===== config.mk =====
export PLATFORM = sky130hd
export DESIGN_NAME = regfile_writeback
export DESIGN_NICKNAME = d
export VERILOG_FILES = /design/src/rtl/wb_pkg.sv /design/src/rtl/wb_fifo.sv /design/src/rtl/regfile_writeback.sv
export SDC_FILE = /design/constraint.sdc
export NUM_CORES = 1
export LEC_CHECK = 0
export BUFFER_PORTS_ARGS = -buffer_cell sky130_fd_sc_hd__clkbuf_2
export CAP_MARGIN = 20
export CORE_MARGIN = 2
export CORE_UTILIZATION = 41
export DETAILED_ROUTE_END_ITERATION = 12
export GPL_ROUTABILITY_DRIVEN = 0
export PLACE_DENSITY = 0.71
export SLEW_MARGIN = 10
export SYNTH_ARGS = -nofsm -noshare
export SYNTH_HDL_FRONTEND = slang
export SYNTH_SLANG_ARGS = --single-unit

===== constraint.sdc =====
create_clock -name CLK -period 10.65 [get_ports CLK]
set_input_delay 1.065 -clock CLK [delete_from_list [all_inputs] [get_ports CLK]]
set_output_delay 1.065 -clock CLK [all_outputs]
set_load 0.1 [all_outputs]

===== src/rtl/wb_pkg.sv =====
// wb_pkg: shared widths, the writeback request record and the hard-wired zero register index.
package wb_pkg;
    localparam int A_WIDTH = 5;
    localparam int D_WIDTH = 32;
    localparam logic [A_WIDTH-1:0] ZERO_REG = '0;
    typedef struct packed {
        logic [A_WIDTH-1:0] rd;
        logic [D_WIDTH-1:0] data;
    } wb_req_t;
endpackage


===== src/rtl/wb_fifo.sv =====
// wb_fifo: synchronous FIFO of writeback requests, used as the load writeback queue.
// Ports: i_clk/i_rst (sync, active-high), i_push/i_din write side, i_pop/o_dout read side
// (o_dout is the current head, valid while !o_empty), o_full/o_empty status.
// Push while full and pop while empty are ignored.
module wb_fifo
    import wb_pkg::*;
#(
    parameter int DEPTH = 4
) (
    input  logic    i_clk,
    input  logic    i_rst,
    input  logic    i_push,
    input  wb_req_t i_din,
    input  logic    i_pop,
    output wb_req_t o_dout,
    output logic    o_full,
    output logic    o_empty
);
    localparam int PW = $clog2(DEPTH);
    wb_req_t r_mem [DEPTH];
    logic [PW-1:0] r_wr;
    logic [PW-1:0] r_rd;
    logic [PW:0] r_count;
    logic w_push;
    logic w_pop;
    assign o_full = r_count == (PW+1)'(DEPTH);
    assign o_empty = r_count == '0;
    assign w_push = i_push && !o_full;
    assign w_pop = i_pop && !o_empty;
    assign o_dout = r_mem[r_rd];
    // Pointers wrap naturally because DEPTH is a power of two.
    always_ff @(posedge i_clk) begin
        if (i_rst) begin
            r_wr <= '0;
            r_rd <= '0;
            r_count <= '0;
        end else begin
            r_wr <= r_wr + PW'(w_push);
            r_rd <= r_rd + PW'(w_pop);
            r_count <= r_count + (PW+1)'(w_push) - (PW+1)'(w_pop);
        end
    end
    always_ff @(posedge i_clk) begin
        if (w_push) r_mem[r_wr] <= i_din;
    end
endmodule


===== src/rtl/regfile_writeback.sv =====
// regfile_writeback: arbitrates ALU and load writebacks onto the register file write port and
// keeps a per-register busy scoreboard for read-after-write stalls.
// Ports: CLK/RST (sync, active-high); issue_valid/issue_rd set busy bits; rs1/rs2 -> hazard;
// alu_valid/alu_rd/alu_data (priority, no backpressure); ld_valid/ld_ready/ld_rd/ld_data
// (queued); WE3/A3/WD3 registered register file write port.
module regfile_writeback #(
    parameter int A_WIDTH = wb_pkg::A_WIDTH,
    parameter int D_WIDTH = wb_pkg::D_WIDTH,
    parameter int LQ_DEPTH = 4
) (
    input  logic               CLK,
    input  logic               RST,
    input  logic               issue_valid,
    input  logic [A_WIDTH-1:0] issue_rd,
    input  logic [A_WIDTH-1:0] rs1,
    input  logic [A_WIDTH-1:0] rs2,
    output logic               hazard,
    input  logic               alu_valid,
    input  logic [A_WIDTH-1:0] alu_rd,
    input  logic [D_WIDTH-1:0] alu_data,
    input  logic               ld_valid,
    output logic               ld_ready,
    input  logic [A_WIDTH-1:0] ld_rd,
    input  logic [D_WIDTH-1:0] ld_data,
    output logic               WE3,
    output logic [A_WIDTH-1:0] A3,
    output logic [D_WIDTH-1:0] WD3
);
    import wb_pkg::*;
    logic [2**A_WIDTH-1:0] r_busy;
    logic [2**A_WIDTH-1:0] w_busy_nxt;
    wb_req_t w_ld_req;
    wb_req_t w_head;
    logic w_full;
    logic w_empty;
    logic w_push;
    logic w_pop;
    logic w_we;
    logic [A_WIDTH-1:0] w_rd;
    logic [D_WIDTH-1:0] w_data;
    assign ld_ready = !w_full && !RST;
    assign w_push = ld_valid && ld_ready;
    // The queue only drains on cycles the ALU leaves the port free.
    assign w_pop = !alu_valid && !w_empty;
    assign w_rd = alu_valid ? alu_rd : w_head.rd;
    assign w_data = alu_valid ? alu_data : w_head.data;
    // A request to x0 is consumed but never reaches the port.
    assign w_we = (alu_valid || w_pop) && (w_rd != A_WIDTH'(ZERO_REG));
    assign w_ld_req = '{rd: ld_rd, data: ld_data};
    assign hazard = r_busy[rs1] | r_busy[rs2];
    // Clear before set so a same-cycle issue to the launched index keeps it busy.
    always_comb begin
        w_busy_nxt = r_busy;
        if (w_we) w_busy_nxt[w_rd] = 1'b0;
        if (issue_valid && issue_rd != A_WIDTH'(ZERO_REG)) w_busy_nxt[issue_rd] = 1'b1;
        w_busy_nxt[0] = 1'b0;
    end
    always_ff @(posedge CLK) begin
        if (RST) begin
            WE3 <= 1'b0;
            A3 <= '0;
            WD3 <= '0;
            r_busy <= '0;
        end else begin
            WE3 <= w_we;
            r_busy <= w_busy_nxt;
            if (w_we) begin
                A3 <= w_rd;
                WD3 <= w_data;
            end
        end
    end
    wb_fifo #(.DEPTH(LQ_DEPTH)) u_lq (
        .i_clk(CLK),
        .i_rst(RST),
        .i_push(w_push),
        .i_din(w_ld_req),
        .i_pop(w_pop),
        .o_dout(w_head),
        .o_full(w_full),
        .o_empty(w_empty)
    );
endmodule


==> metrics.csv, run 1 <==
stage,metric,value,unit
outcome,status,completed,
synthesis,Yosys reg bits,224,
clocking,clk buf depth,3,
synthesis,Cell variety after synth,60,
cells_and_area,number of diodes,0,
synthesis,prevailing post-synth register cell,edfxtp_1,
detailed_routing,DR iter-0 viols,330,
synthesis,part of the Yosys area used for sequential elements,62.1,%
synthesis,post-synth top area cell,edfxtp_1,
placement,Post-DP HPWL,14.1,mm
die,Die Width,157,um
worst_setup_path,crit path kind,in -> out,
synthesis,Adder-Cell Fraction of Synth Area,0.730,%
detailed_routing,Initial DRT Pass Iterations,4,
cells_and_area,layout cells sized above 1,33.2,%
synthesis,Commonest cells post-synth,"edfxtp_1, dfxtp_1, mux2i_1, mux4_2, inv_1",
sta,final setup violation count,0,
global_route,antenna violations before repair,1,
die,row count,55,
sta,Final Skew,0.0117,ns
global_route,gr usage total,17.9,%
clocking,CTS root buffer,clkbuf_16,
power,power per cell area,230,nW/um^2
sta,Hold WS,0.474,ns
sta,total negative slack,0,ns
die,total core area,22800,um^2
die,starting density of the core,42.0,%
detailed_routing,"antenna viol nets, final",0,
sta,max-slew violations,0,
die,die area,24700,um^2
sta,endpoints failing hold,0,
global_route,largest net degree at the start of global routing,70,
synthesis,Syn Nets,741,
sta,Worst slew margin,30.7,%
synthesis,xor/xnor cell area share of the yosys netlist,0.365,%
synthesis,most common cell in the synthesized netlist,edfxtp_1,
clocking,TritonCTS buffer count,24,
synthesis,top-area cell type share of the netlist area,46.3,%
worst_hold_path,HP Class,reg -> reg,
clocking,clk_lat worst skew,0.52,ns
sta,Period minus WS final,3.98,ns
synthesis,Synth Area in Compound Gates,11.0,%
synthesis,"EDFF count, synth",148,
synthesis,Ys Warns,0,
cells_and_area,Multi-input gate area,3280,um^2
cells_and_area,Fillers,2029,
sta,RSZ-0062 raised after global routing,no,
synthesis,fraction of registers with async set/reset,0,%
run,max-cap viol count,0,
clocking,hold_buf cts,0,
detailed_routing,DRC,0,
synthesis,"top cells by area, synth","edfxtp_1, dfxtp_1, mux4_2, mux2i_1, o32ai_1",
die,io pins,134,
worst_setup_path,critical path data arrival time,2.91,ns
synthesis,mux cell area share after synthesis,16.0,%
cells_and_area,register area,5970,um^2
clocking,H-tree levels,1,
placement,PortBufs,133,
detailed_routing,via count,5915,
clocking,postcts setup bufs,0,
clocking,clock transition at the registers of the reported paths,0.06,ns
sta,Worst-Margin Slew,1.04,ns
synthesis,simple-gate area share of the yosys netlist,5.69,%
detailed_routing,drt wl/cell,19.9,um
detailed_routing,Avg Vias per Cell,5.41,
cells_and_area,Post-layout nets,864,
worst_setup_path,"Req. time, crit path",9.59,ns
cells_and_area,Synth-to-Final Area Change,17.2,%
die,DIE HEIGHT,157,um
cells_and_area,Layout Cell Area excl Fill,11300,um^2
detailed_routing,drt total wl,21.7,mm
clocking,total clock sinks,224,
clocking,CTS resizes,0,
worst_setup_path,CP max FO,7,
synthesis,Syn Area/Cell,15.0,um^2
global_route,number of global-route vias before repair,6094,
sta,Fmax,251,MHz
synthesis,Post-Syn Instances,642,
global_route,total grt overflow,0,
clocking,CTS tree,built,
worst_setup_path,Critical Path Source Type,primary input,
global_route,first-pass GRT wire length,34.1,mm
sta,post-route clock period utilization,37.3,%
worst_setup_path,crit end category,primary output,
synthesis,main combinational cell family by area after synthesis,multiplexers,
synthesis,Mapped Area,9600,um^2
power,Leakage,0.00395,uW
placement,Placed Area,10500,um^2
power,worst vdd ir,0.000174,V
## worst paths after layout
kind | from | end | slack (ns) | cells past startpoint
setup / recovery | rs1[0] | hazard | 6.67 | 6
hold reg to reg | WD3[0] | WD3[0] | 0.47 | 2
setup reg to reg | u_lq.r_rd[0] | WD3[28] | 6.88 | 6
hold / removal | WD3[0] | WD3[0] | 0.47 | 2
## sequential cells by signal (all words and copies together), names as in the netlist
signal	cells
u_lq.r_count	3
u_lq.r_mem	148
WE3	1
A3	5
u_lq.r_wr	2
u_lq.r_rd	2
r_busy	31
WD3	32
## logic make-up (layout without fill, tap and decap cells)
logic type | after synthesis | in the layout
flops | 224 | 224
compound gates | 118 | 118
simple gates | 109 | 109
mux | 95 | 95
buf+inv | 87 | 226
fa+ha+maj | 5 | 5
xor+xnor | 4 | 4
## critical path, stage by stage
cell and delay, ns:
clkbuf_2 0.22, mux4_2 0.52, mux4_2 0.47, a22oi_1 0.15, o211ai_1 0.11, clkbuf_2 0.38
## layer usage
metal  track usage [%]  routed length, um  vias up  part of all wire [%]
li1                  -                  -     2784                     -
met1              23.5               9280     2921                    43
met2              30.2              10500      173                    48
met3              4.35               1490       35                   6.9
met4              4.07                416        2                   1.9
met5                 0                 13        -                 0.060
## per-stage QoR
| stage | power, uW | utilization, % | cells | worst slack [ns] |
|---|---|---|---|---|
| 2_1_floorplan | 1700 | - | 642 | 4.37 |
| 3_3_place_gp | 1840 | 46.1 | 1051 | 6.57 |
| 3_5_place_dp | 1860 | 46.1 | 1051 | 6.38 |
| 4_1_cts | 2610 | 49.2 | 1093 | 6.66 |
| 5_1_grt | 2700 | 49.3 | 1094 | 6.46 |
| 6_report | 2590 | 49.3 | 1094 | 6.67 |
## area by class of cell
type | count | area share, %
Tap cell | 313 | 3.48
Clock buffer | 33 | 5.72
Clock inverter | 9 | 0.656
Multi-Input combinational cell | 331 | 29.1
Timing Repair Buffer | 143 | 6.61
Inverter | 41 | 1.37
Sequential cell | 224 | 53.0
## layout by cell type, fill, tap and decap left out, types with 3 or more instances in the layout
cell / count
dfxtp_1: 74
nand2_1: 35
mux2i_1: 47
clkinv_2: 5
o41ai_1: 7
nor2_1: 20
nor2b_1: 8
o41ai_2: 12
mux4_2: 47
o221a_2: 3
buf_4: 9
o211ai_1: 3
clkbuf_16: 24
ha_1: 4
xnor2_1: 3
o31ai_1: 4
clkbuf_2: 133
inv_1: 39
a32o_1: 7
edfxtp_1: 148
nand4_1: 7
nand3_1: 4
nand2b_1: 6
and2_1: 3
clkbuf_1: 8
a21oi_1: 29
o32ai_1: 32
nor3_1: 9
## power by group
group,switching (uW),internal [uW]
sequential,60.0,1000
combinational,560,213
clock,331,426
Note: power is estimated with default switching activity, not from simulation.
==> inputs of run 2 (changes only) <==
==> constraint.sdc (replaced) <==
create_clock -name CLK -period 4.1 [get_ports CLK]
set_input_delay 0.41 -clock CLK [delete_from_list [all_inputs] [get_ports CLK]]
set_output_delay 0.41 -clock CLK [all_outputs]
set_load 0.1 [all_outputs]
==> run 2 against run 1 <==
Core utilization up 0.54 points. Register-to-register slack lost 5.7 ns. Sequential power rose to 2.6 times the previous value. Largest power group unchanged.
==> metrics.csv, run 2 (synthesis gave the netlist of run 1 again) <==
stage,metric,value,unit,change
outcome,status,completed,,
sta,final setup violation count,0,,unchanged
placement,PortBufs,133,,unchanged
clocking,clock transition at the registers of the reported paths,0.06,ns,about the same
clocking,H-tree levels,1,,unchanged
worst_setup_path,crit end category,flop,,
cells_and_area,most frequent cells in the layout,"edfxtp_1, clkbuf_2, dfxtp_1",,
run,max-cap viol count,0,,unchanged
cells_and_area,Synth-to-Final Area Change,18.5,%,
clocking,CTS root buffer,clkbuf_16,,
cells_and_area,max reg flops,148,,unchanged
detailed_routing,DR iter-0 viols,344,,+4.2%
worst_hold_path,Hold Path Stages,1,,-1
sta,post-route clock period utilization,70.6,%,
worst_setup_path,CP max FO,25,,+18
worst_setup_path,worst r2r src,u_lq.r_rd[1],,
power,worst vdd ir,0.000381,V,+120%
worst_setup_path,crit path kind,reg -> reg,,
cells_and_area,register area,5970,um^2,about the same
sta,Worst-Margin Slew,1.06,ns,+0.0211 ns
die,DIE HEIGHT,157,um,unchanged
global_route,total grt overflow,0,,unchanged
worst_setup_path,critical path data arrival time,3.24,ns,+0.33 ns
power,Final Power,6890,uW,+170%
sta,endpoints failing hold,0,,unchanged
clocking,hold_buf cts,0,,unchanged
cells_and_area,Non-Filler Instances,1100,,+0.55%
worst_setup_path,Reg-to-Reg End,WD3[31],,
clocking,CTS tree,built,,
global_route,number of global-route vias before repair,6007,,-1.4%
power,power per cell area,606,nW/um^2,+160%
clocking,clk buf depth,3,,unchanged
placement,placed cells,1054,,+0.29%
clocking,CTS resizes,0,,unchanged
cells_and_area,"commonest non-fill, non-tap cell in the layout",edfxtp_1,,
worst_setup_path,"reg-to-reg slack, setup",1.20,ns,-5.68 ns
cells_and_area,layout cells sized above 1,33.7,%,+0.55 points
global_route,largest net degree at the start of global routing,69,,-1.4%
sta,total negative slack,0,ns,unchanged
clocking,TritonCTS buffer count,24,,unchanged
clocking,total clock sinks,224,,unchanged
sta,Final Skew,0.0152,ns,+0.00358 ns
worst_hold_path,HP Class,in -> reg,,
worst_setup_path,"Req. time, crit path",4.45,ns,-5.14 ns
cells_and_area,Multi-input gate area,3300,um^2,+0.50%
detailed_routing,Initial DRT Pass Iterations,5,,+1
die,total core area,22800,um^2,unchanged
sta,Period minus WS final,2.90,ns,
sta,RSZ-0062 raised after global routing,no,,
die,starting density of the core,42.0,%,unchanged
detailed_routing,drt wl/cell,19.7,um,-0.85%
sta,max-slew violations,0,,unchanged
detailed_routing,drt total wl,21.7,mm,-0.30%
die,die area,24700,um^2,unchanged
global_route,antenna violations before repair,1,,unchanged
sta,Fmax,345,MHz,
clocking,postcts setup bufs,0,,unchanged
detailed_routing,DRC,0,,unchanged
placement,Post-DP HPWL,14.7,mm,+4.4%
cells_and_area,Post-layout nets,867,,+0.35%
die,io pins,134,,unchanged
sta,Worst slew margin,29.3,%,-1.4 points
cells_and_area,Top reg by flops,u_lq.r_mem,,
cells_and_area,Layout Cell Area excl Fill,11400,um^2,+1.1%
global_route,first-pass GRT wire length,33.6,mm,-1.4%
worst_hold_path,Hold EP,u_lq.r_mem[2][2],,
clocking,clk_lat worst skew,0.51,ns,about the same
global_route,gr usage total,17.7,%,-0.25 points
placement,Placed Area,10600,um^2,+0.63%
detailed_routing,"antenna viol nets, final",0,,unchanged
cells_and_area,Fillers,1982,,-2.3%
power,Leakage,0.00399,uW,+1.1%
sta,Hold WS,0.120,ns,-0.354 ns
detailed_routing,Avg Vias per Cell,5.44,,+0.65%
worst_setup_path,Critical Path Source Type,flop,,
die,row count,55,,unchanged
worst_setup_path,Worst Reg-to-Reg Cells,6,,unchanged
detailed_routing,via count,5986,,+1.2%
worst_hold_path,min-delay src,ld_data[2],,
die,Die Width,157,um,unchanged
cells_and_area,Top Registers,"u_lq.r_mem (148), WD3 (32), r_busy (31)",,
==> run 2: changes by cell type in the layout (fill, tap and decap cells not counted), sizes merged <==
cell,before,now
diode,0,1
buf,10,13
clkinvlp,2,3
clkbuf,166,165
bufinv,0,2
==> run 2: how the worst max path moves through the flow <==
stage / from / endpoint / slack [ns] / cells after the start
4_1_cts: u_lq.r_rd[1] / WD3[31] / 1.21 / 6
3_3_place_gp: alu_valid / WD3[0] / 1.18 / 6
6_report: u_lq.r_rd[1] / WD3[31] / 1.20 / 6
5_1_grt: u_lq.r_rd[1] / WD3[31] / 0.99 / 6
3_5_place_dp: alu_valid / WD3[31] / 1.11 / 7
2_1_floorplan: RST / u_lq.r_mem[2][0] / 0.69 / 6
==> run 2: metal layers <==
metal | part of all wire (%) | vias up | global-route usage, % | wire length (um)
li1 | - | 2802 | - | -
met1 | 43 | 2949 | 23.7 | 9380
met2 | 48 | 208 | 29.6 | 10400
met3 | 6.9 | 27 | 3.96 | 1500
met4 | 1.7 | 0 | 3.77 | 361
met5 | 0 | - | 0 | 0
==> run 2: stage by stage <==
| stage | worst slack, ns | util, % |
|---|---|---|
| after floorplan | 0.691 | - |
| after global placement | 1.18 | 46.4 |
| after detailed placement | 1.11 | 46.4 |
| after CTS | 1.21 | 49.8 |
| after global routing | 0.985 | 49.8 |
| final | 1.20 | 49.8 |
==> run 2: cell type report <==
cell class / count / share of cell area [%]
flip-flops and latches: 224 / 52.5
multi-input cells: 331 / 29.0
repair buffers: 146 / 6.93
clock buffers: 32 / 5.82
well taps: 313 / 3.44
inverters: 41 / 1.35
clock inverters: 12 / 1.00
diodes: 1 / 0.0220
==> run 2: worst max-delay path, cell delays in order (launching register included) <==
cell and delay (ns):
dfxtp_2 0.82, mux2i_1 0.20, nand3b_1 0.14, nand3_1 0.74, a31oi_4 0.43, buf_4 0.28
o32ai_1 0.11
==> run 2: power by group <==
group	internal (uW)	switching, uW	total, uW	leakage, uW
Combinational	575	1450	2030	0.00165
Sequential	2600	167	2770	0.00197
Clock	1260	837	2100	0.000371
